**config.mk**
```make
export PLATFORM = sky130hd
export DESIGN_NAME = vga_timing_gen
export DESIGN_NICKNAME = d
export VERILOG_FILES = /design/src/rtl/vga_timing_pkg.sv /design/src/rtl/vga_timing_gen_counter.sv /design/src/rtl/vga_timing_gen.sv
export SDC_FILE = /design/constraint.sdc
export NUM_CORES = 1
export LEC_CHECK = 0
export ABC_CLOCK_PERIOD_IN_PS = 4430
export CORE_ASPECT_RATIO = 0.9
export CORE_MARGIN = 1.5
export CORE_UTILIZATION = 54
export DETAILED_ROUTE_END_ITERATION = 8
export HOLD_SLACK_MARGIN = 0.03
export PLACE_DENSITY = 0.83
export SLEW_MARGIN = 15
export SYNTH_ARGS = -nofsm -noshare
export SYNTH_HDL_FRONTEND = slang
export SYNTH_SLANG_ARGS = --single-unit
```
**constraint.sdc**
```tcl
create_clock -name vga_clk -period 4.43 [get_ports vga_clk]
set_input_delay 0.886 -clock vga_clk [delete_from_list [all_inputs] [get_ports vga_clk]]
set_output_delay 0.886 -clock vga_clk [all_outputs]
set_load 0.02 [all_outputs]
```
**src/rtl/vga_timing_pkg.sv**
```systemverilog
// Shared timing definitions for the VGA raster generator: default 640x480@60
// porch/sync widths, derived totals, the coordinate type and the window decode
// helper used for the sync and active-video flags.
package vga_timing_pkg;

  typedef logic [9:0] coord_t;

  // Largest total that still fits the 10-bit coordinate type
  localparam int COORD_LIMIT = 1024;

  localparam int H_VISIBLE_DEF = 640;
  localparam int H_FRONT_DEF   = 16;
  localparam int H_SYNC_DEF    = 96;
  localparam int H_BACK_DEF    = 48;
  localparam int V_VISIBLE_DEF = 480;
  localparam int V_FRONT_DEF   = 10;
  localparam int V_SYNC_DEF    = 2;
  localparam int V_BACK_DEF    = 33;

  localparam int H_TOTAL = H_VISIBLE_DEF + H_FRONT_DEF + H_SYNC_DEF + H_BACK_DEF;
  localparam int V_TOTAL = V_VISIBLE_DEF + V_FRONT_DEF + V_SYNC_DEF + V_BACK_DEF;

  // Half-open window test: lo <= v < hi
  function automatic logic in_range(input coord_t v, input coord_t lo, input coord_t hi);
    return (v >= lo) && (v < hi);
  endfunction

endpackage

```
**src/rtl/vga_timing_gen_counter.sv**
```systemverilog
// Modulo-MAX counter with enable. wrap is high in the cycle where the counter
// sits at MAX-1 and is enabled, i.e. the edge that returns it to zero.
module vga_wrap_counter #(
  parameter int MAX = 800,
  parameter int W   = 10
) (
  input  logic         vga_clk,
  input  logic         reset,
  input  logic         en,
  output logic [W-1:0] q,
  output logic         wrap
);

  logic [W-1:0] cnt_q;
  logic [W-1:0] cnt_d;

  assign wrap = en && (cnt_q == W'(MAX - 1));
  assign q    = cnt_q;

  // Next count: clear on wrap, otherwise step when enabled
  always_comb begin
    cnt_d = cnt_q;
    if (wrap) begin
      cnt_d = '0;
    end else if (en) begin
      cnt_d = cnt_q + W'(1);
    end
  end

  // Count register, cleared asynchronously
  always_ff @(posedge vga_clk or posedge reset) begin
    if (reset) begin
      cnt_q <= '0;
    end else begin
      cnt_q <= cnt_d;
    end
  end

endmodule

```
**src/rtl/vga_timing_gen.sv**
```systemverilog
// Raster timing source: pixel coordinate, active-video flag and active-low
// hs/vs. The flags are registered from the next-state coordinates so that all
// five outputs change on the same edge with no skew.
// Optional feature: define VGA_FRAME_CNT_EN to add frame_start/frame_count.
module vga_timing_gen
  import vga_timing_pkg::*;
#(
  parameter int H_VISIBLE = H_VISIBLE_DEF,
  parameter int H_FRONT   = H_FRONT_DEF,
  parameter int H_SYNC    = H_SYNC_DEF,
  parameter int H_BACK    = H_BACK_DEF,
  parameter int V_VISIBLE = V_VISIBLE_DEF,
  parameter int V_FRONT   = V_FRONT_DEF,
  parameter int V_SYNC    = V_SYNC_DEF,
  parameter int V_BACK    = V_BACK_DEF
) (
  input  logic        vga_clk,
  input  logic        reset,
  output logic [9:0]  DrawX,
  output logic [9:0]  DrawY,
  output logic        blank,
  output logic        hs,
  output logic        vs
`ifdef VGA_FRAME_CNT_EN
  ,
  output logic        frame_start,
  output logic [15:0] frame_count
`endif
);

  localparam int HT    = H_VISIBLE + H_FRONT + H_SYNC + H_BACK;
  localparam int VT    = V_VISIBLE + V_FRONT + V_SYNC + V_BACK;
  localparam int HS_LO = H_VISIBLE + H_FRONT;
  localparam int HS_HI = HS_LO + H_SYNC;
  localparam int VS_LO = V_VISIBLE + V_FRONT;
  localparam int VS_HI = VS_LO + V_SYNC;

  generate
    if (HT > COORD_LIMIT) begin : g_h_too_big
      $error("vga_timing_gen: horizontal total exceeds 1024");
    end
    if (VT > COORD_LIMIT) begin : g_v_too_big
      $error("vga_timing_gen: vertical total exceeds 1024");
    end
  endgenerate

  coord_t hc_q;
  coord_t vc_q;
  coord_t hc_d;
  coord_t vc_d;
  logic   h_wrap;
  logic   v_wrap;
  logic   blank_q, blank_d;
  logic   hs_q, hs_d;
  logic   vs_q, vs_d;

  vga_wrap_counter #(.MAX(HT), .W($bits(coord_t))) u_hcnt (
    .vga_clk (vga_clk),
    .reset   (reset),
    .en      (1'b1),
    .q       (hc_q),
    .wrap    (h_wrap)
  );

  vga_wrap_counter #(.MAX(VT), .W($bits(coord_t))) u_vcnt (
    .vga_clk (vga_clk),
    .reset   (reset),
    .en      (h_wrap),
    .q       (vc_q),
    .wrap    (v_wrap)
  );

  // Coordinates the counters will hold after this edge; the flags decode these
  always_comb begin
    hc_d = h_wrap ? '0 : hc_q + coord_t'(1);
    vc_d = vc_q;
    if (v_wrap) begin
      vc_d = '0;
    end else if (h_wrap) begin
      vc_d = vc_q + coord_t'(1);
    end
  end

  // Window decode for active video and the two active-low sync pulses
  always_comb begin
    blank_d = in_range(hc_d, '0, coord_t'(H_VISIBLE)) &&
              in_range(vc_d, '0, coord_t'(V_VISIBLE));
    hs_d    = !in_range(hc_d, coord_t'(HS_LO), coord_t'(HS_HI));
    vs_d    = !in_range(vc_d, coord_t'(VS_LO), coord_t'(VS_HI));
  end

  // Flag registers; syncs idle high while in reset
  always_ff @(posedge vga_clk or posedge reset) begin
    if (reset) begin
      blank_q <= 1'b0;
      hs_q    <= 1'b1;
      vs_q    <= 1'b1;
    end else begin
      blank_q <= blank_d;
      hs_q    <= hs_d;
      vs_q    <= vs_d;
    end
  end

  assign DrawX = hc_q;
  assign DrawY = vc_q;
  assign blank = blank_q;
  assign hs    = hs_q;
  assign vs    = vs_q;

`ifdef VGA_FRAME_CNT_EN
  logic        frame_start_q, frame_start_d;
  logic [15:0] frame_cnt_q, frame_cnt_d;

  // A frame begins on the edge where both counters wrap together
  always_comb begin
    frame_start_d = v_wrap;
    frame_cnt_d   = frame_cnt_q;
    if (v_wrap) begin
      frame_cnt_d = frame_cnt_q + 16'd1;
    end
  end

  // Frame pulse and free-running frame counter (wraps naturally at 16 bits)
  always_ff @(posedge vga_clk or posedge reset) begin
    if (reset) begin
      frame_start_q <= 1'b0;
      frame_cnt_q   <= '0;
    end else begin
      frame_start_q <= frame_start_d;
      frame_cnt_q   <= frame_cnt_d;
    end
  end

  assign frame_start = frame_start_q;
  assign frame_count = frame_cnt_q;
`endif

endmodule

```
==> impl_metrics.env <==
export IMPL_post_route_period_util=0.590
export IMPL_end_kind="flip-flop"
export IMPL_root_buffer="clkbuf_4"
export IMPL_grt_max_degree=24
export IMPL_grt_pass1_vias=972
export IMPL_cpPeakStageDelay_ns=0.54
export IMPL_portBuffers=24
export IMPL_cap_violations=0
export IMPL_hold_depth=1
export IMPL_grt_pass1_wl_um=4450
export IMPL_internal_power_mw=0.246
export IMPL_die_x_um=53.9
export IMPL_finalWirelength_um=2570
export IMPL_ys_async_sr_fraction=1.00
export IMPL_cts_resized=0
export IMPL_tritoncts="done"
export IMPL_synth_edf_count=0
export IMPL_cts_max_level=1
export IMPL_min_path_type="flip-flop to flip-flop"
export IMPL_drtIter0Drc=49
export IMPL_cts_buffers=3
export IMPL_crit_path_top_delay_cell="and4b_1"
export IMPL_fmax_mhz=382
export IMPL_fp_row_count=16
export IMPL_yosysTopAreaCellShare=0.418
export IMPL_gp_congestion=0.849
export IMPL_vias=1047
export IMPL_start_kind="flip-flop"
export IMPL_setup_viol=0
export IMPL_ys_ff_latch=23
export IMPL_cp_max_fo=13
export IMPL_die_area_um2=2630
export IMPL_yosys_warnings=0
export IMPL_p_seq_frac=0.672
export IMPL_fillCellCount=163
export IMPL_finalClockSkew_ns=0.00227
export IMPL_dr_pass1_iters=4
export IMPL_core_um2=2180
export IMPL_grtUsageTotal=0.226
export IMPL_hold_viol=0
export IMPL_areaGrowthSynthToFinish_pct=22.6
export IMPL_reg2reg_depth=7
export IMPL_drv_slew=0
export IMPL_clk_path_buf_depth=2
export IMPL_cp_cell_sequence="ha_1, and4_1, and4b_1, nand3_2, xnor2_2, and3b_1, or4b_1"
export IMPL_wl_per_cell_um=14.5
export IMPL_overflow=0
export IMPL_drt_vias_per_instance=5.88
export IMPL_crit_start="u_hcnt.q[0]$_DFF_PP0_"
export IMPL_synth_nets=131
export IMPL_syn_avg_cell_area_um2=9.98
export IMPL_nets=157
export IMPL_combPwrFrac=0.015
export IMPL_antenna_found_initial=0
export IMPL_power_frac_clock=0.313
export IMPL_ys_seq_area_frac=0.460
export IMPL_route_detailed_drc=0
export IMPL_rsz0062_at_grt="no"
export IMPL_min_from="u_vcnt.q[8]$_DFF_PP0_"
export IMPL_required_ns=4.67
export IMPL_outcome="finished clean"
export IMPL_power_mw=0.312
export IMPL_synth_flop_cell="dfrtp_1"
export IMPL_synthesis_area_um2=1260
export IMPL_antennaDiodeCount=0
export IMPL_yosys_cell_types_count=42
export IMPL_worst_ep_arrival_time_ns=2.86
export IMPL_setup_tns_ns=0
export IMPL_synth_largest_area_cell="dfrtp_1"
export IMPL_fin_util=0.706
export IMPL_cts_setup_buffers=0
export IMPL_path_class="flip-flop to flip-flop"
export IMPL_period_needed_ns=2.62
export IMPL_cts_sinks=23
export IMPL_clock_latency_ns=0.31
export IMPL_swShare=0.212
export IMPL_cts_hold_buffers=0
export IMPL_boundaryPins=25
export IMPL_dp_hpwl_um=1870
export IMPL_timing_rr_start="u_hcnt.q[0]$_DFF_PP0_"
export IMPL_initial_core_util=0.576
export IMPL_drive_gt1_frac=0.0728
export IMPL_p_leak_nw=0.670
export IMPL_worstMarginPinSlew_ns=0.844
export IMPL_slew_headroom=0.437
export IMPL_mostFrequentLayoutCell="clkdlybuf4s50_1"
export IMPL_final_cell_mix="24 x clkdlybuf4s50_1, 21 x dfrtp_1, 10 x nand2_1, 9 x o21ai_1"
export IMPL_synthTopCellsByArea="dfrtp_1 42%, dfstp_2 4.2%, o21ai_1 3.6%"
export IMPL_drtAntennaViolNets=0
export IMPL_vdd_ir_drop_max_v=0.000212
export IMPL_die_y_um=48.8
export IMPL_clkTransAtPathRegs_ns=0.12
export IMPL_power_density_nw_per_um2=203
export IMPL_switchingPower_mw=0.0663
export IMPL_syn_inst=126
## metrics by stage
step           setup WS (ns)  instance area (um2)  cells  hold WS [ns]
6_report                1.81                 1540    178         0.557
5_1_grt                 1.64                 1540    178         0.581
4_1_cts                 1.82                 1540    178         0.563
3_5_place_dp            1.87                 1520    174         0.532
3_3_place_gp            2.00                 1520    174         0.509
2_1_floorplan           2.19                 1260    126         0.623
## layer usage
metal	up-vias	global-route usage	wire, um
li1	508	-	-
met1	497	0.317	1140
met2	40	0.352	1260
met3	2	0.0552	164
met4	0	0.0470	10
met5	-	0	0
## cell usage after synthesis, drive strengths merged (2+ instances only)
master,n
nor2,7
nand4,5
a21oi,5
o21ai,11
nor3,2
xnor2,5
a31oi,2
and2,3
nand2,11
ha,3
inv,5
and4,2
o211a,2
and3,4
dfrtp,21
and3b,2
xor2,5
or3,4
nand3,8
buf,2
dfstp,2
## final cells by class
class                           count  area (um2)  share of cell area
Multi-Input combinational cell     95         644               0.418
Sequential cell                    23         578               0.375
Timing Repair Buffer               24         240               0.156
Tap cell                           27        33.8              0.0219
Clock buffer                        4        26.3              0.0170
Inverter                            5        18.8              0.0122
## sequential cells by signal (all words and copies together) (netlist names)
name      count
u_hcnt.q     10
u_vcnt.q     10
blank         1
hs            1
vs            1
## cell families (layout without fill, tap and decap cells)
group	after synthesis	after routing	share of synthesized area
simple gates	57	57	0.284
fa+ha+maj	3	3	0.0299
mux	1	1	0.00796
xor+xnor	10	10	0.0756
compound gates	24	24	0.115
flops	23	23	0.460
buf+inv	8	33	0.0279
## power by group through the flow
stage | combinational, mW | clock (mW) | sequential (mW)
2_1_floorplan | 0.00311 | 0 | 0.214
3_3_place_gp | 0.00491 | 0 | 0.214
3_5_place_dp | 0.00508 | 0 | 0.214
4_1_cts | 0.00508 | 0.101 | 0.210
5_1_grt | 0.00578 | 0.110 | 0.210
6_report | 0.00470 | 0.0976 | 0.210
## worst paths after layout
path	endpoint	slack, ns
worst max-delay path	vs$_DFF_PP1_	1.81
worst min-delay path	u_vcnt.q[8]$_DFF_PP0_	0.56
worst max register to register	vs$_DFF_PP1_	1.81
worst min register to register	u_vcnt.q[8]$_DFF_PP0_	0.56
max in group asynchronous	u_hcnt.q[7]$_DFF_PP0_	2.88
min in group asynchronous	u_vcnt.q[0]$_DFF_PP0_	1.03
## critical path: cells and delay by family, from the launching register on
| kind | cells | cell delay, ns |
|---|---|---|
| and+or+nand+nor | 5 | 1.69 |
| DFF | 1 | 0.46 |
| adders and majority gates | 1 | 0.23 |
| xor gates and xnor gates | 1 | 0.17 |
Note: power is estimated with default switching activity, not from simulation.
